[config.mk]
export PLATFORM = sky130hd
export DESIGN_NAME = vslc_spi_target_flat
export DESIGN_NICKNAME = d
export VERILOG_FILES = /design/src/rtl/vslc_spi_target_pkg.sv /design/src/rtl/vslc_spi_target_if.sv /design/src/rtl/vslc_spi_target_sync.sv /design/src/rtl/vslc_spi_target.sv /design/src/flat_wrapper.sv
export SDC_FILE = /design/constraint.sdc
export NUM_CORES = 1
export LEC_CHECK = 0
export BUFFER_PORTS_ARGS = -buffer_cell sky130_fd_sc_hd__clkbuf_2
export CORE_UTILIZATION = 30
export CTS_CLUSTER_SIZE = 20
export DETAILED_ROUTE_END_ITERATION = 10
export PLACE_DENSITY = 0.46
export SETUP_SLACK_MARGIN = 0.2
export SKIP_LAST_GASP = 1
export SYNTH_ARGS = -nofsm -noshare
export SYNTH_HDL_FRONTEND = slang
export SYNTH_SLANG_ARGS = --single-unit
[constraint.sdc]
create_clock -name clk -period 1.89 [get_ports clk]
set_clock_uncertainty 0.1 [all_clocks]
set_input_delay 0.567 -clock clk [delete_from_list [all_inputs] [get_ports clk]]
set_output_delay 0.567 -clock clk [all_outputs]
set_load 0.01 [all_outputs]
[src/rtl/vslc_spi_target_pkg.sv]
// Shared types and constants for the VSLC SPI target.
`timescale 1ns/1ps
package vslc_spi_target_pkg;

  localparam int SPI_BYTE_W = 8;
  localparam int CMD_RW_BIT = 7;

  typedef enum logic [2:0] {
    ST_WAIT_IDLE = 3'd0,
    ST_IDLE      = 3'd1,
    ST_CMD       = 3'd2,
    ST_WR        = 3'd3,
    ST_RD        = 3'd4
  } spi_state_e;

  // MSB-first serial shift: new bit enters at the LSB.
  function automatic logic [SPI_BYTE_W-1:0] shift_in(input logic [SPI_BYTE_W-1:0] cur,
                                                      input logic                  bit_in);
    return {cur[SPI_BYTE_W-2:0], bit_in};
  endfunction

endpackage

[src/rtl/vslc_spi_target_if.sv]
// Simple register bus between the SPI target (master) and the register window (slave).
`timescale 1ns/1ps
interface vslc_spi_target_if #(
  parameter int ADDR_W = 7,
  parameter int DATA_W = 8
);
  logic [ADDR_W-1:0] reg_addr;
  logic [DATA_W-1:0] reg_wdata;
  logic              reg_we;
  logic              reg_re;
  logic [DATA_W-1:0] reg_rdata;

  modport master (
    output reg_addr,
    output reg_wdata,
    output reg_we,
    output reg_re,
    input  reg_rdata
  );

  modport slave (
    input  reg_addr,
    input  reg_wdata,
    input  reg_we,
    input  reg_re,
    output reg_rdata
  );
endinterface

[src/rtl/vslc_spi_target_sync.sv]
// Multi-flop synchronizer for one SPI pin with rise/fall pulses taken after the chain.
// Everything resets to 0 so that a chip select held low across reset looks like a frame
// in progress and is not mistaken for a fresh falling edge.
`timescale 1ns/1ps
module vslc_spi_target_sync #(
  parameter int SYNC_STAGES = 2
) (
  input  logic clk,
  input  logic rst_n,
  input  logic d_i,
  output logic q_o,
  output logic rise_o,
  output logic fall_o
);

  logic [SYNC_STAGES-1:0] sync_q;
  logic                   hist_q;

  // Shift the pin through the synchronizer and keep one extra stage for edge detection.
  always_ff @(posedge clk or negedge rst_n) begin
    if (!rst_n) begin
      sync_q <= '0;
      hist_q <= 1'b0;
    end else begin
      sync_q <= {sync_q[SYNC_STAGES-2:0], d_i};
      hist_q <= sync_q[SYNC_STAGES-1];
    end
  end

  assign q_o    = sync_q[SYNC_STAGES-1];
  assign rise_o = q_o & ~hist_q;
  assign fall_o = ~q_o & hist_q;

endmodule

[src/rtl/vslc_spi_target.sv]
// SPI mode-0 target giving an external host read/write access to the VSLC register window.
// All SPI pins are oversampled in the clk domain; spi_sck never clocks any logic.
//
// state        | meaning
// ST_WAIT_IDLE | after reset, ignore the bus until cs_n is seen high
// ST_IDLE      | deselected, waiting for a cs_n falling edge
// ST_CMD       | shifting in the command byte {rw, addr}
// ST_WR        | write frame: every full byte strobes reg_we, then addr advances
// ST_RD        | read frame: miso from tx shifter, every full byte prefetches the next addr
`timescale 1ns/1ps
module vslc_spi_target
  import vslc_spi_target_pkg::*;
#(
  parameter int ADDR_W      = 7,
  parameter int DATA_W      = 8,
  parameter int SYNC_STAGES = 2
) (
  input  logic             clk,
  input  logic             rst_n,
  input  logic             spi_sck_i,
  input  logic             spi_cs_n_i,
  input  logic             spi_mosi_i,
  output logic             spi_miso_o,
  output logic             spi_miso_oe_o,
  output logic             busy_o,
  vslc_spi_target_if.master bus
);

  logic sck_s, sck_rise, sck_fall;
  logic cs_n_s, cs_rise, cs_fall;
  logic mosi_s, mosi_rise, mosi_fall;
  logic unused_sync;

  spi_state_e state_q, state_d;

  logic [SPI_BYTE_W-1:0] rx_q, rx_d;
  logic [SPI_BYTE_W-1:0] tx_q, tx_d;
  logic [SPI_BYTE_W-1:0] rx_byte;
  logic [2:0]            bit_cnt_q, bit_cnt_d;
  logic [ADDR_W-1:0]     addr_q, addr_d;
  logic [ADDR_W-1:0]     bus_addr_q, bus_addr_d;
  logic [DATA_W-1:0]     wdata_q, wdata_d;
  logic                  we_q, we_d;
  logic                  re_q, re_d;
  logic                  load_q, load_d;
  logic                  byte_done;

  vslc_spi_target_sync #(.SYNC_STAGES(SYNC_STAGES)) u_sync_sck (
    .clk    (clk),
    .rst_n  (rst_n),
    .d_i    (spi_sck_i),
    .q_o    (sck_s),
    .rise_o (sck_rise),
    .fall_o (sck_fall)
  );

  vslc_spi_target_sync #(.SYNC_STAGES(SYNC_STAGES)) u_sync_cs (
    .clk    (clk),
    .rst_n  (rst_n),
    .d_i    (spi_cs_n_i),
    .q_o    (cs_n_s),
    .rise_o (cs_rise),
    .fall_o (cs_fall)
  );

  vslc_spi_target_sync #(.SYNC_STAGES(SYNC_STAGES)) u_sync_mosi (
    .clk    (clk),
    .rst_n  (rst_n),
    .d_i    (spi_mosi_i),
    .q_o    (mosi_s),
    .rise_o (mosi_rise),
    .fall_o (mosi_fall)
  );

  // Only the sck edges and the mosi level are needed from these instances.
  assign unused_sync = &{1'b0, sck_s, mosi_rise, mosi_fall};

  assign rx_byte   = shift_in(rx_q, mosi_s);
  assign byte_done = sck_rise && (bit_cnt_q == 3'd7);

  // Next-state logic: bit/byte framing, address sequencing and bus strobes.
  always_comb begin
    state_d    = state_q;
    rx_d       = rx_q;
    tx_d       = tx_q;
    bit_cnt_d  = bit_cnt_q;
    addr_d     = addr_q;
    bus_addr_d = bus_addr_q;
    wdata_d    = wdata_q;
    we_d       = 1'b0;
    re_d       = 1'b0;
    load_d     = re_q;

    case (state_q)
      ST_WAIT_IDLE: begin
        if (cs_n_s) begin
          state_d = ST_IDLE;
        end
      end

      ST_IDLE: begin
        if (cs_fall) begin
          state_d   = ST_CMD;
          bit_cnt_d = 3'd0;
        end
      end

      ST_CMD, ST_WR, ST_RD: begin
        if (sck_rise) begin
          rx_d      = rx_byte;
          bit_cnt_d = bit_cnt_q + 3'd1;
        end

        // The fall that closes a byte must not shift: the freshly loaded MSB is
        // what the host samples on the next rise.
        if ((state_q == ST_RD) && sck_fall && (bit_cnt_q != 3'd0)) begin
          tx_d = {tx_q[SPI_BYTE_W-2:0], 1'b0};
        end

        if (byte_done) begin
          case (state_q)
            ST_CMD: begin
              addr_d = rx_byte[ADDR_W-1:0];
              if (rx_byte[CMD_RW_BIT]) begin
                state_d = ST_WR;
              end else begin
                state_d    = ST_RD;
                re_d       = 1'b1;
                bus_addr_d = rx_byte[ADDR_W-1:0];
              end
            end
            ST_WR: begin
              we_d       = 1'b1;
              wdata_d    = rx_byte;
              bus_addr_d = addr_q;
              addr_d     = addr_q + 1'b1;
            end
            default: begin
              re_d       = 1'b1;
              bus_addr_d = addr_q + 1'b1;
              addr_d     = addr_q + 1'b1;
            end
          endcase
        end

        // A completing byte still issues its strobe before the frame closes.
        if (cs_rise) begin
          state_d   = ST_IDLE;
          bit_cnt_d = 3'd0;
        end
      end

      default: begin
        state_d = ST_WAIT_IDLE;
      end
    endcase

    // Read data arrives the cycle after reg_re; capture it into the tx shifter.
    if (load_q) begin
      tx_d = bus.reg_rdata;
    end
  end

  // State and datapath registers.
  always_ff @(posedge clk or negedge rst_n) begin
    if (!rst_n) begin
      state_q    <= ST_WAIT_IDLE;
      rx_q       <= '0;
      tx_q       <= '0;
      bit_cnt_q  <= 3'd0;
      addr_q     <= '0;
      bus_addr_q <= '0;
      wdata_q    <= '0;
      we_q       <= 1'b0;
      re_q       <= 1'b0;
      load_q     <= 1'b0;
    end else begin
      state_q    <= state_d;
      rx_q       <= rx_d;
      tx_q       <= tx_d;
      bit_cnt_q  <= bit_cnt_d;
      addr_q     <= addr_d;
      bus_addr_q <= bus_addr_d;
      wdata_q    <= wdata_d;
      we_q       <= we_d;
      re_q       <= re_d;
      load_q     <= load_d;
    end
  end

  assign spi_miso_oe_o = (state_q == ST_RD);
  assign spi_miso_o    = spi_miso_oe_o & tx_q[SPI_BYTE_W-1];
  assign busy_o        = (state_q == ST_CMD) || (state_q == ST_WR) || (state_q == ST_RD);

  assign bus.reg_addr  = bus_addr_q;
  assign bus.reg_wdata = wdata_q;
  assign bus.reg_we    = we_q;
  assign bus.reg_re    = re_q;

endmodule
[src/flat_wrapper.sv]
// flat-port wrapper written by rule: the top's interface ports become plain ports
module vslc_spi_target_flat import vslc_spi_target_pkg::*;
#(
  parameter int ADDR_W      = 7,
  parameter int DATA_W      = 8,
  parameter int SYNC_STAGES = 2
)
  (clk, rst_n, spi_sck_i, spi_cs_n_i, spi_mosi_i, spi_miso_o, spi_miso_oe_o, busy_o, bus_reg_addr, bus_reg_wdata, bus_reg_we, bus_reg_re, bus_reg_rdata);
  vslc_spi_target_if #(.ADDR_W(ADDR_W), .DATA_W(DATA_W)) bus_i ();
  input  logic clk;
  input  logic rst_n;
  input  logic spi_sck_i;
  input  logic spi_cs_n_i;
  input  logic spi_mosi_i;
  output logic spi_miso_o;
  output logic spi_miso_oe_o;
  output logic busy_o;
  output wire logic [$bits(bus_i.reg_addr)-1:0] bus_reg_addr;
  output wire logic [$bits(bus_i.reg_wdata)-1:0] bus_reg_wdata;
  output wire logic [$bits(bus_i.reg_we)-1:0] bus_reg_we;
  output wire logic [$bits(bus_i.reg_re)-1:0] bus_reg_re;
  input wire logic [$bits(bus_i.reg_rdata)-1:0] bus_reg_rdata;
  assign bus_reg_addr = bus_i.reg_addr;
  assign bus_reg_wdata = bus_i.reg_wdata;
  assign bus_reg_we = bus_i.reg_we;
  assign bus_reg_re = bus_i.reg_re;
  assign bus_i.reg_rdata = bus_reg_rdata;
  vslc_spi_target #(.ADDR_W(ADDR_W), .DATA_W(DATA_W), .SYNC_STAGES(SYNC_STAGES)) u_core (.clk(clk), .rst_n(rst_n), .spi_sck_i(spi_sck_i), .spi_cs_n_i(spi_cs_n_i), .spi_mosi_i(spi_mosi_i), .spi_miso_o(spi_miso_o), .spi_miso_oe_o(spi_miso_oe_o), .busy_o(busy_o), .bus(bus_i));
endmodule
==> Word level (Yosys, flattened, before mapping) <==
Index checks and enable logic that the tools add are counted.
{ "word_totals": {"regBits": 54, "input_bits": 13, "word_cells": 79} }
{ "classes": {"addsub": 2, "n_eq_ne": 11, "n_mux": 24, "bitwise_logic": 9, "reduce_logical": 18} }
{ "ops": {"columns": ["operator", "n"], "rows": [
  ["two-way mux 3 bit", 9],
  ["two-way mux 8 bit", 3],
  ["two-way mux 7 bit", 2],
  ["one-hot mux 7 bit (2 select lines)", 1],
  ["!= test 3 x 1 -> 1 bit, second input constant", 3],
  ["one-hot mux 3 bit (3 select lines)", 1],
  ["AND reduction 3 bit", 3],
  ["adder 7 x 1 -> 7 bit, second input constant", 1],
  ["equality test 3 x 2 -> 1 bit, second input constant", 2],
  ["equality test 3 bit, second input constant", 2],
  ["two-way mux 1 bit", 6],
  ["one-hot mux 3 bit (2 select lines)", 1],
  ["AND reduction 2 bit", 3],
  ["nonzero test 2 bit", 3],
  ["bitwise AND 1 bit", 5],
  ["!= test 2 bit, second input constant", 2],
  ["inverter 1 bit", 4],
  ["AND reduction 4 bit", 1],
  ["adder 3 x 1 -> 3 bit, second input constant", 1],
  ["equality test 3 x 1 -> 1 bit, second input constant", 1],
  ["logical AND 1 bit", 3],
  ["zero test 3 bit", 1],
  ["nonzero test 3 bit", 1],
  ["OR reduction 3 bit", 1],
  ["3 further kinds", 4]
]} }

==> Depth between registers and ports, before layout <==
{ "logic_depth": {"depth_word": 7, "mapped_depth": 7} }

==> By module <==
From an unflattened synthesis, not the netlist that was laid out.
{ "unflattened": {"cells_unflattened": 238, "area_unflattened_um2": 2673.8} }
{ "modules_own_cells": {"columns": ["module", "instances", "cells_per_inst", "area_per_inst_um2", "seq_area_each_um2"], "rows": [
  ["vslc_spi_target", 1, 223, 2403.6, 1151.1],
  ["vslc_spi_target_sync", 3, 5, 90.1, 75.1]
]} }

==> Least setup slack after synthesis <==
Ideal clock, no wire load.
{ "synth_path": {"path_type": "reg-to-reg", "from": "reg u_core.state_q[0]", "to": "reg u_core.addr_q[0]", "arrival_ns": 1.760, "required_ns": 1.670, "slack_ns": -0.090, "stages_incl_launch_ff": 7, "path_cell_list": "dfrtp_1 > buf_6 > or3b_1 > buf_6 > a21oi_2 > mux2_2 > a31o_2"} }
{ "synth_via": {"elab_chain_cells": 3, "word_cells_on_any_way": 6} }
{ "synth_lines": {"columns": ["element", "line", "source"], "rows": [
  ["from (decl)", "vslc_spi_target.sv:34", "spi_state_e state_q, state_d;"],
  ["from (signal assigned)", "vslc_spi_target.sv:178", "state_q <= state_d;"],
  ["equality test 3 x 2 -> 1 bit or equality test 3 bit (tied branches)", "vslc_spi_target.sv:94, vslc_spi_target.sv:121", null],
  ["OR reduction 3 bit", "vslc_spi_target.sv:94", "case (state_q)"],
  ["AND reduction 2 bit (no line)", null, null],
  ["to (signal assigned)", "vslc_spi_target.sv:182", "addr_q <= addr_d;"],
  ["to (decl)", "vslc_spi_target.sv:40", "logic [ADDR_W-1:0] addr_q, addr_d;"]
]} }
Parallel ways exist; a longest one is shown, timed or not.
A chain may end at the register's enable or synchronous reset.

==> Worst setup path after layout <==
{ "layout_path": {"from": "reg u_core.state_q[1]", "to": "out spi_miso_o"} }
{ "layout_via": {"elab_chain_cells": 2} }
{ "layout_lines": {"columns": ["element", "line", "source"], "rows": [
  ["equality test 3 bit", "vslc_spi_target.sv:191", "assign spi_miso_oe_o = (state_q == ST_RD);"],
  ["bitwise AND 1 bit", "vslc_spi_target.sv:192", "assign spi_miso_o = spi_miso_oe_o & tx_q[SPI_BYTE_W-1];"],
  ["to (decl)", "flat_wrapper.sv:15", "output logic spi_miso_o;"]
]} }
No other way between the ends.

==> metrics.csv <==
metric;value;unit
worst-path cell chain;or3b_4, inv_4, and2_4, buf_6;
arrival time at the worst endpoint;1.43;ns
Post-synth EDFFs;0;
Post-Place Cell Area;0.00305;sq mm
critical path startpoint category;flop;
GRT Util Overall;14.0;%
Routed met1 length;2980;um
Pins Over Slew Limit;0;
DRC;0;
share of cells above drive strength 1;38.3;%
Net Sw Power;1.40;mW
maximum operating frequency;478;MHz
slowest CP cell;or3b_4;
synth warn;0;
RSZ-0062 raised after global routing;yes;
Max Buffers Root-to-Sink;2;
Synth area leaders;dfrtp_1 52%, mux2_2 6.9%, a21oi_1 3.2%;
Die H;95.5;um
Boundary Pins;33;
maxcap violations;0;
ys async rst share;100;%
first-pass GRT wire length;9980;um
Final Cycle Share;111;%
antenna fix cells;0;
routed wl met3;225;um
HP Class;in2async;
initial antenna violation count;0;
peak supply drop;0.000405;V
dpl ws;-0.0582;ns
WL/cell;14.7;um
via count;2036;
H-tree levels;2;
GPL Wtd Cong;0.793;
Post-Syn Nets;259;
crit path kind;reg2out;
ys flop type;dfrtp_1;
switch share;37.5;%
Fin. Hold Viols;0;
die width;95.5;um
core area;0.00834;sq mm
part of the power in combinational logic;43.2;%
vias in the first global route;2038;
DRT Pass-1 Iters;5;
Detailed Route Iter0 Violations;87;
LEAKAGE;1.62;nW
sequential power share;38.4;%
minimum clock period;2.09;ns
post-DP HPWL;4020;um
via density per instance;5.05;
share of power burned in the clock network;18.4;%
Synth top area share;51.6;%
failing checks;setup timing;
register area share after synthesis;51.6;%
max_slew headroom;71.9;%
crit end category;primary output;
num rows;33;
full die area;0.00911;sq mm
critical path peak fanout;3;
Max Used Layer;met4;
Routed WL;5940;um
Routed Antenna Nets;0;
gr ovfl total;0;
Data required, critical path;1.22;ns
largest net degree at the start of global routing;55;
syn avg cell area;10.8;sq um
fin util;40.2;%
outcome;finished, violations left;
flops & latches, synth;54;
area leader, netlist;dfrtp_1;
Cells after Synth;242;
area grow syn2layout;27.9;%
clock-pin slew on the worst setup and hold paths;0.11;ns
Skew-Pair Late Insertion Delay;0.31;ns
CTS tree;built;
total clock sinks;54;
# nets final;314;
TritonCTS Buffers;5;
final worst slack;-0.203;ns
design area;0.00335;sq mm
slew of the pin with the lowest slew margin;0.418;ns
netlist area before placement;0.00262;sq mm
final setup vio count;16;
port bufs;32;
met2 wire length;2670;um
Initial Util;31.4;%
power per cell area;1110;mW/mm^2
root buf cell;clkbuf_8;
Int Power;2.33;mW
largest stage delay on the critical path;0.43;ns
post-synth cell types;48;
-- worst max-delay path: cells and delay by family (launching register included) --
kind                   cells  cell delay [ns]
DFF                        1             0.40
and+or+nand+nor            2             0.56
buffers and inverters      2             0.16
-- power groups by stage --
stage          logic, mW  registers, mW  clock network (mW)
3_3_place_gp        1.28           1.44                   0
5_1_grt             1.77           1.46               0.773
4_1_cts             1.48           1.43               0.725
3_5_place_dp        1.26           1.45                   0
2_1_floorplan      0.917           1.39                   0
6_report            1.61           1.43               0.686
-- cells by family after synthesis --
family                     Yosys count  share of synthesized area [%]
AOI/OAI and AO/OA                   70                           18.6
and+or+nand+nor                     66                           14.5
DFF                                 54                           51.6
buffers and inverters               28                           5.01
muxes                               20                           8.40
adders and majority gates            4                           1.91
-- per-layer routing --
| layer | vias to the layer above | global-route usage, % |
|---|---|---|
| met5 | - | 0 |
| met4 | 0 | 4.23 |
| met3 | 4 | 2.95 |
| met2 | 40 | 21.5 |
| met1 | 995 | 19.8 |
| li1 | 997 | - |
-- cell usage in the layout, fill, tap and decap left out, types with 2 or more instances in the layout --
cell type,count
dfrtp_1,54
clkbuf_2,30
buf_4,22
nand2_1,17
mux2_2,15
a21oi_1,15
inv_1,12
o21ai_0,12
nor2_1,8
a222oi_1,7
nand3_1,6
buf_6,6
nor2b_1,5
nand2b_1,5
clkbuf_8,5
nand4_1,4
mux2i_1,4
buf_12,4
or2_2,3
o31ai_2,3
o22ai_1,3
a21o_1,3
a221o_1,2
a21oi_2,2
o211ai_1,2
o31a_1,2
or4bb_1,2
o22a_1,2
and4_1,2
a32oi_1,2
a22o_1,2
ha_1,2
clkinv_4,2
-- cell usage after synthesis, drive strengths merged, types with 3 or more instances --
| master | number |
|---|---|
| dfrtp | 54 |
| nand2 | 19 |
| a21oi | 18 |
| mux2 | 16 |
| o21ai | 15 |
| inv | 14 |
| nor2 | 9 |
| clkbuf | 8 |
| a222oi | 7 |
| buf | 6 |
| nand2b | 6 |
| nand3 | 6 |
| nor2b | 6 |
| ha | 4 |
| mux2i | 4 |
| nand4 | 4 |
| o31ai | 4 |
| a21o | 3 |
| o22ai | 3 |
| or2 | 3 |
-- timing repair --
action,in CTS,in global routing
gates resized for setup,20,15
pin swaps,12,6
setup buffers,7,2
hold buffers,0,0
endpoints found under the hold margin,0,0
cloned,0,0
setup endpoints to repair,47,47
-- worst paths after layout --
| check | startpoint | endpoint | depth (start not counted) | slack, ns |
|---|---|---|---|---|
| setup / recovery | u_core.state_q[1] | spi_miso_o | 4 | -0.20 |
| hold / removal | rst_n | u_core.bus.reg_wdata[6] | 2 | 0.14 |
| setup reg to reg | u_core.state_q[1] | u_core.bus.reg_addr[5] | 5 | -0.08 |
| hold reg to reg | u_core.u_sync_sck.sync_q[0] | u_core.u_sync_sck.sync_q[1] | 0 | 0.26 |
| max in group asynchronous | rst_n | u_core.bus.reg_addr[5] | 2 | 1.30 |
| min in group clk | spi_mosi_i | u_core.u_sync_mosi.sync_q[0] | 1 | 0.25 |
-- stage by stage --
stage | std cells | total power [mW] | hold WS [ns] | TNS (ns)
final | 403 | 3.73 | 0.141 | -0.932
after global routing | 403 | 4.00 | 0.154 | -2.15
after CTS | 401 | 3.63 | 0.142 | -0.901
after detailed placement | 386 | 2.71 | 0.236 | -0.134
after global placement | 386 | 2.73 | 0.231 | -0.0240
after floorplan | 242 | 2.30 | 0.171 | -0.0135
-- cell type report --
class | count | area (sq um)
Inverter | 14 | 60.1
Fill cell | 821 | 4990
Clock inverter | 3 | 28.8
Multi-Input combinational cell | 160 | 1250
Clock buffer | 5 | 68.8
Sequential cell | 54 | 1350
Tap cell | 105 | 131
Timing Repair Buffer | 62 | 463
-- flip-flops by register name, indices dropped and copies added, names as in the netlist, 2 cells and up --
register / flops
u_core.state_q: 3
u_core.u_sync_cs.sync_q: 2
u_core.addr_q: 7
u_core.bus.reg_addr: 7
u_core.bit_cnt_q: 3
u_core.rx_q: 7
u_core.tx_q: 8
u_core.bus.reg_wdata: 8
u_core.u_sync_sck.sync_q: 2
u_core.u_sync_mosi.sync_q: 2
Power figures use the tool's default switching activity.
